File: src/rtl/uart_receiver_if.sv
// Received-byte port: valid/ready handshake carrying one byte per transfer.
// The receiver drives through the master modport; the consumer uses slave.
interface uart_receiver_if;
  logic [7:0] DataOut;
  logic       DataOutValid;
  logic       DataOutReady;

  modport master (output DataOut, output DataOutValid, input DataOutReady);
  modport slave  (input DataOut, input DataOutValid, output DataOutReady);
endinterface

File: src/rtl/uart_receiver.sv
// 8N1 UART receiver, LSB first, idle-high line. Bytes are handed to the
// consumer through a one-entry holding register with valid/ready semantics.
module uart_receiver #(
  parameter int ClockFreq = 50_000_000,
  parameter int BaudRate  = 115_200
) (
  input  logic                  Clock,
  input  logic                  Reset,
  input  logic                  SIn,
  uart_receiver_if.master       rxData,
  output logic                  FramingError,
  output logic                  Overrun,
  output logic                  Busy
);

  localparam int SymbolEdgeTime = ClockFreq / BaudRate;
  localparam int SampleTime     = SymbolEdgeTime / 2;
  localparam int CntW           = (SymbolEdgeTime > 1) ? $clog2(SymbolEdgeTime) : 1;

  localparam logic [CntW-1:0] CntOne     = CntW'(1);
  localparam logic [CntW-1:0] SampleLast = CntW'(SampleTime - 1);
  localparam logic [CntW-1:0] SymbolLast = CntW'(SymbolEdgeTime - 1);

  typedef enum logic [2:0] {
    Idle,
    Start,
    Data,
    Stop,
    WaitHigh
  } state_t;

  state_t          state, stateNext;
  logic            sync1, rx;
  logic [CntW-1:0] cycleCnt, cntNext;
  logic [2:0]      bitCnt, bitNext;
  logic [7:0]      shiftReg, shiftNext;
  logic            byteDone, doneNext;
  logic            stopErr, errNext;

  logic [7:0]      dataOutReg;
  logic            validReg;
  logic            feReg;
  logic            ovReg;

  always_ff @(posedge Clock) begin
    if (Reset) begin
      sync1    <= 1'b1;
      rx       <= 1'b1;
      state    <= Idle;
      cycleCnt <= '0;
      bitCnt   <= '0;
      shiftReg <= '0;
      byteDone <= 1'b0;
      stopErr  <= 1'b0;
    end else begin
      sync1    <= SIn;
      rx       <= sync1;
      state    <= stateNext;
      cycleCnt <= cntNext;
      bitCnt   <= bitNext;
      shiftReg <= shiftNext;
      byteDone <= doneNext;
      stopErr  <= errNext;
    end
  end

  always_comb begin
    stateNext = state;
    cntNext   = cycleCnt + CntOne;
    bitNext   = bitCnt;
    shiftNext = shiftReg;
    doneNext  = 1'b0;
    errNext   = 1'b0;
    unique case (state)
      Idle: begin
        cntNext = '0;
        bitNext = '0;
        if (!rx) stateNext = Start;
      end
      Start: begin
        if (cycleCnt == SampleLast) begin
          cntNext   = '0;
          stateNext = rx ? Idle : Data;
        end
      end
      Data: begin
        // Shifting in from the top leaves the first (LSB) bit at bit 0 after eight samples.
        if (cycleCnt == SymbolLast) begin
          cntNext   = '0;
          shiftNext = {rx, shiftReg[7:1]};
          bitNext   = bitCnt + 3'd1;
          if (bitCnt == 3'd7) stateNext = Stop;
        end
      end
      Stop: begin
        if (cycleCnt == SymbolLast) begin
          cntNext = '0;
          if (rx) begin
            stateNext = Idle;
            doneNext  = 1'b1;
          end else begin
            stateNext = WaitHigh;
            errNext   = 1'b1;
          end
        end
      end
      WaitHigh: begin
        cntNext = '0;
        if (rx) stateNext = Idle;
      end
      default: stateNext = Idle;
    endcase
  end

  // Completion is resolved one cycle after the stop sample, so a handshake in
  // that same cycle frees the holding register for the new byte.
  always_ff @(posedge Clock) begin
    if (Reset) begin
      dataOutReg <= '0;
      validReg   <= 1'b0;
      feReg      <= 1'b0;
      ovReg      <= 1'b0;
    end else begin
      feReg <= stopErr;
      ovReg <= 1'b0;
      if (byteDone) begin
        if (!validReg || rxData.DataOutReady) begin
          dataOutReg <= shiftReg;
          validReg   <= 1'b1;
        end else begin
          ovReg <= 1'b1;
        end
      end else if (validReg && rxData.DataOutReady) begin
        validReg <= 1'b0;
      end
    end
  end

  assign rxData.DataOut      = dataOutReg;
  assign rxData.DataOutValid = validReg;
  assign FramingError        = feReg;
  assign Overrun             = ovReg;
  assign Busy                = (state != Idle);

endmodule
File: src/flat_wrapper.sv
// flat-port wrapper written by rule: the top's interface ports become plain ports
module uart_receiver_flat 
#(
  parameter int ClockFreq = 50_000_000,
  parameter int BaudRate  = 115_200
)
  (Clock, Reset, SIn, FramingError, Overrun, Busy, rxData_DataOut, rxData_DataOutValid, rxData_DataOutReady);
  uart_receiver_if rxData_i ();
  input  logic Clock;
  input  logic Reset;
  input  logic SIn;
  output logic FramingError;
  output logic Overrun;
  output logic Busy;
  output wire logic [$bits(rxData_i.DataOut)-1:0] rxData_DataOut;
  output wire logic [$bits(rxData_i.DataOutValid)-1:0] rxData_DataOutValid;
  input wire logic [$bits(rxData_i.DataOutReady)-1:0] rxData_DataOutReady;
  assign rxData_DataOut = rxData_i.DataOut;
  assign rxData_DataOutValid = rxData_i.DataOutValid;
  assign rxData_i.DataOutReady = rxData_DataOutReady;
  uart_receiver #(.ClockFreq(ClockFreq), .BaudRate(BaudRate)) u_core (.Clock(Clock), .Reset(Reset), .SIn(SIn), .rxData(rxData_i), .FramingError(FramingError), .Overrun(Overrun), .Busy(Busy));
endmodule
File: config.mk
export PLATFORM = sky130hd
export DESIGN_NAME = uart_receiver_flat
export DESIGN_NICKNAME = d
export VERILOG_FILES = /design/src/rtl/uart_receiver_if.sv /design/src/rtl/uart_receiver.sv /design/src/flat_wrapper.sv
export SDC_FILE = /design/constraint.sdc
export NUM_CORES = 1
export LEC_CHECK = 0
export CORE_MARGIN = 1.5
export CORE_UTILIZATION = 47
export DETAILED_ROUTE_END_ITERATION = 6
export HOLD_SLACK_MARGIN = 0.02
export PLACE_DENSITY_LB_ADDON = 0.15
export SETUP_SLACK_MARGIN = 0.15
export SYNTH_ARGS = -nofsm -noshare
export SYNTH_HDL_FRONTEND = slang
export SYNTH_SLANG_ARGS = --single-unit
File: constraint.sdc
create_clock -name Clock -period 2.1 [get_ports Clock]
set_input_delay 0.63 -clock Clock [delete_from_list [all_inputs] [get_ports Clock]]
set_output_delay 0.63 -clock Clock [all_outputs]
set_load 0.01 [all_outputs]
Word-level counts from Yosys, hierarchy flattened
Cells that the tools add are included.
{"block": "totals", "input_bits": 4, "wordCells": 67, "regBits": 38, "out_inout_bits": 12}
{"block": "op_classes", "n_reduce_logical": 16, "add_sub_neg": 2, "bitwise": 3, "n_eq_ne": 14, "n_mux": 20}
{"op": "$pmux 9 s3", "count": 1}
{"op": "$mux 3", "count": 8}
{"op": "$mux 9", "count": 2}
{"op": "$pmux 3 s5", "count": 1}
{"op": "$ne 2x1->1 const B", "count": 5}
{"op": "$add 9x1->9 const B", "count": 1}
{"op": "$eq 9x8->1 const B", "count": 1}
{"op": "$eq 9x9->1 const B", "count": 1}
{"op": "$reduce_and 2->1", "count": 4}
{"op": "$eq 3x2->1 const B", "count": 2}
{"op": "$eq 3x3->1 const B", "count": 2}
{"op": "$mux 1", "count": 6}
{"op": "$pmux 3 s2", "count": 1}
{"op": "$reduce_and 6->1", "count": 1}
{"op": "$reduce_or 2->1", "count": 3}
{"op": "$ne 2x2->1 const B", "count": 2}
{"op": "$reduce_bool 2->1", "count": 2}
{"op": "$add 3x1->3 const B", "count": 1}
{"op": "$eq 3x1->1 const B", "count": 1}
{"op": "$logic_not 3->1", "count": 1}
{"op": "$not 1->1", "count": 3}
{"op": "$reduce_bool 3->1", "count": 1}
{"op": "$reduce_or 3->1", "count": 1}
{"op": "$mux 2", "count": 1}
{"op": "other kinds (3)", "count": 3}

Depth between registers and ports, before layout
Gate-level depths: netlist of the first run.
{"block": "logic_depth", "word_depth": 4, "mapped_depth": 7, "depth_no_buf": 6}

Worst setup path after synthesis of the first run
No wires, ideal clock.
{"block": "synth_path", "kind": "flip-flop to flip-flop", "from": "reg u_core.cycleCnt[0]", "to": "reg u_core.state[1]", "n_path_buf": 0, "stages_incl_launch_ff": 7, "period_less_slack_ns": 1.859, "arrival_ns": 1.789, "setup_time_ns": 0.070, "slack_ns": 0.241, "t_required_ns": 2.030, "path_cell_list": "dfxtp_1 > inv_1 > ha_1 > or4b_1 > or3_4 > or4_1 > a21oi_1"}
{"block": "synth_via", "elab_chain_len": 3, "elab_cells_between_ends": 6, "classes_between": "5 x eq/ne; 1 x reduce/logical"}
{"element": "start: declaration", "line_no": "uart_receiver.sv:34", "text": "logic [CntW-1:0] cycleCnt, cntNext;"}
{"element": "start signal: assignment", "line_no": "uart_receiver.sv:59", "text": "cycleCnt <= cntNext;"}
{"element": "$eq 9x9->1 / $eq 9x8->1 (equally long branches)", "line_no": "uart_receiver.sv:88, uart_receiver.sv:96, uart_receiver.sv:81"}
{"element": "$ne 2x1->1 (no line)"}
{"element": "$reduce_and 6->1 (no line) *"}
{"element": "end signal: assignment", "line_no": "uart_receiver.sv:49", "text": "state <= Idle;"}
{"element": "end signal: assignment", "line_no": "uart_receiver.sv:58", "text": "state <= stateNext;"}
{"element": "end: declaration", "line_no": "uart_receiver.sv:32", "text": "state_t state, stateNext;"}
Every way passes the cells marked *; elsewhere a longest branch is shown, timed or not.
A chain may end at the register's enable or synchronous reset.

Worst setup path in the final report of the first run
Ends and elaborated chain as after synthesis.

==> summary.txt, run 1 <==
Run status
  • Status: finished clean

Placed design
  • Placed Cells: 218
  • Area after DPL: 1750 um2
  • Hpwl dp: 1925 um
  • Placer Congestion: 0.7755
  • Port Buf Inserts: 15

Global routing
  • First-pass GRT wire length: 4609 um
  • Pin count of the biggest net entering global routing: 30
  • Vias in the first global route: 1117
  • GRT Overall Usage: 16.99%
  • Initial antenna violation count: 0
  • GRT overflow: 0

Layout
  • Most frequent cells in the layout: dfxtp_1 (34), nor2_1 (27), mux2i_1 (16)
  • Layout area overhead: 21.65%
  • Layout cells sized above 1: 17.84%
  • Multi-input gate area in the final layout: 744.5 um2
  • Nets@finish: 193
  • Storage element area: 770.7 um2
  • Ant. Diodes: 0
  • Most common cell after layout, fill and taps aside: dfxtp_1
  • # fillers: 294
  • Layout Cells excl Fill: 229
  • Design area: 1877 um2

Logic synthesis
  • YS warnings: 0
  • Syn_nets: 170
  • Cell taking the most area after synthesis: dfxtp_1
  • Flops & latches, synth: 38
  • Primary FF master, synth: dfxtp_1
  • Async S/R FF share, synth: 0%
  • Post-synthesis sequential area ratio: 49.31%
  • Post-synth EDFFs: 0
  • Mapped Area: 1543 um2
  • Synth top area cells: dfxtp_1 (49%), mux2i_1 (10%), nor2_1 (7.3%)
  • Syn Inst Count: 161
  • Distinct cells, synth: 33
  • Avg Cell Area, Syn: 9.582 um2
  • Post-synth top area share: 49.31%

STA
  • Max-slew violation count: 0
  • Final Hold Fails: 0
  • Period utilization: 93.38%
  • Max_slew headroom: 73.02%
  • Tightest Pin Transition: 402.3 ps
  • Highest clock rate: 510.0 MHz
  • Final-report setup violation count: 0
  • Tmin final: 1961 ps
  • Setup tns final: 0 ps
  • RSZ-0062 raised after global routing: yes
  • Final Skew: 5.773 ps

CTS
  • Clock tree sinks: 38
  • CTS tree: built
  • H-tree depth: 2
  • Hold Buf Count CTS: 0
  • Worst-skew pair later-pin latency: 330 ps
  • Root buffer cell: clkbuf_4
  • CTS Buffer Depth: 2
  • Reg clk slew, reported paths: 120 ps
  • TritonCTS Buffers: 5

Drt
  • Final WL: 2770 um
  • DR vias/cell: 5.031
  • # DRC: 0
  • DRT Pass-1 Iters: 4
  • Avg WL per Cell: 12.10 um
  • Via count: 1152
  • Antenna Nets Post-Route: 0
  • Iteration-0 DRC Markers: 24

Die
  • Die height: 60.29 um
  • Rows: 20
  • Core Footprint: 3078 um2
  • I/O pin cnt: 16
  • Die W: 60.29 um
  • Starting Density: 50.12%
  • DIE AREA: 3635 um2

Worst setup path
  • Worst-path fanout max: 3
  • Crit-path max cell delay: 430 ps
  • Worst Setup Start Kind: flop
  • Crit path cell chain: inv_2 -> ha_4 -> or4b_1 -> or3_4 -> or4_4 -> a21oi_2
  • Critical Path RT: 2380 ps
  • Reg-to-reg slack, setup: 140 ps
  • CP endpoint kind: flop
  • Worst path arrival time: 2240 ps
  • Setup CP Type: reg -> reg
  • Critical path's slowest cell: or4b_1

Power
  • Leakage: 0.7800 nW
  • Pwr Total: 1.168 mW
  • P per Cell Area: 622.3 nW/um2
  • Worst IR Drop VDD: 0.0003884 V

Run
  • Max-Cap Viols: 0

Worst hold path
  • Worst min path class: reg -> reg
-- what timing repair did --
item,CTS,global route
pin swaps,2,3
resized for setup,7,10
setup endpoints to repair,11,10
setup buffers,2,1
-- flip-flops by register name, summed over array words and instances, names as in the netlist --
register,cells
u_core.cycleCnt,9
u_core.rxData.DataOut,8
u_core.shiftReg,8
u_core.bitCnt,3
u_core.state,3
u_core.FramingError,1
u_core.Overrun,1
u_core.byteDone,1
u_core.rx,1
u_core.rxData.DataOutValid,1
u_core.stopErr,1
u_core.sync1,1
-- worst max-delay path, delay by kind of cell, from the launching register on --
kind / cells / cell delay, ps
adders and majority gates: 1 / 120
AOI/OAI and AO/OA: 1 / 120
and+or+nand+nor: 3 / 1230
DFF: 1 / 370
buffers and inverters: 1 / 60
-- cell usage after synthesis (3+ instances only) --
cell,count
nor2_1,30
or2_2,3
dfxtp_1,38
ha_1,5
nand2b_1,3
nand3_1,4
xnor2_1,5
inv_1,10
nor3_1,7
nand2_1,7
clkbuf_1,4
mux2i_1,16
-- cell type report --
class	instances	share of cell area (%)
multi-input combinational	107	39.67
inverter	10	2.000
clock inverter	2	0.6667
sequential	38	41.07
tap	44	2.933
timing repair buffer	22	10.93
clock buffer	6	2.733
-- logic make-up (layout without fill, tap and decap cells) --
family                   after synthesis  after routing  synth area share (%)
adder cells (fa/ha/maj)                5              5                 4.055
multiplexers                          16             16                 10.38
AO/OA/AOI/OAI                         13             13                 6.732
flip-flops                            38             38                 49.31
XOR/XNOR                               7              7                 3.974
buffers and inverters                 16             40                 4.217
AND/OR/NAND/NOR                       66             66                 21.33
-- report_power, final --
| part | total (mW) | internal, mW | switching (mW) |
|---|---|---|---|
| Combinational | 0.0408 | 0.0188 | 0.0221 |
| Clock | 0.400 | 0.161 | 0.239 |
| Sequential | 0.727 | 0.723 | 0.00448 |
| Total | 1.17 | 0.903 | 0.265 |
-- path summary, 6_finish.rpt --
kind,cells past startpoint,end,startpoint
setup reg to reg,6,u_core.state[1]$_SDFFE_PP0P_,u_core.cycleCnt[0]$_SDFF_PP0_
setup / recovery,6,u_core.state[1]$_SDFFE_PP0P_,u_core.cycleCnt[0]$_SDFF_PP0_
hold / removal,1,u_core.rx$_SDFF_PP1_,u_core.sync1$_SDFF_PP1_
hold reg to reg,1,u_core.rx$_SDFF_PP1_,u_core.sync1$_SDFF_PP1_
-- layer usage --
metal	part of all wire, %	GRT usage, %
met1	46	20.61
met2	51	28.42
met3	2.0	3.896
met4	1.2	7.619
met5	0	0
-- stage by stage --
stage	setup WS, ps	hold WS (ps)	util, %
2_1_floorplan	241.2	389.5	-
3_3_place_gp	147.9	402.7	56.87
3_5_place_dp	97.76	399.7	56.87
4_1_cts	156.0	429.3	59.72
5_1_grt	96.47	441.6	60.98
6_report	139.1	425.2	60.98
(Power assumes the default switching activity.)
==> run 2, diff against run 1 <==
--- a/config.mk
+++ b/config.mk
@@ -7,8 +7,9 @@
 export LEC_CHECK = 0
 export CORE_MARGIN = 1.5
 export CORE_UTILIZATION = 47
+export CTS_CLUSTER_DIAMETER = 50
 export DETAILED_ROUTE_END_ITERATION = 6
-export HOLD_SLACK_MARGIN = 0.02
+export HOLD_SLACK_MARGIN = 0.06
 export PLACE_DENSITY_LB_ADDON = 0.15
 export SETUP_SLACK_MARGIN = 0.15
 export SYNTH_ARGS = -nofsm -noshare
==> results of run 2 <==
Final layout, timing and power as in run 1 (identical DEF).
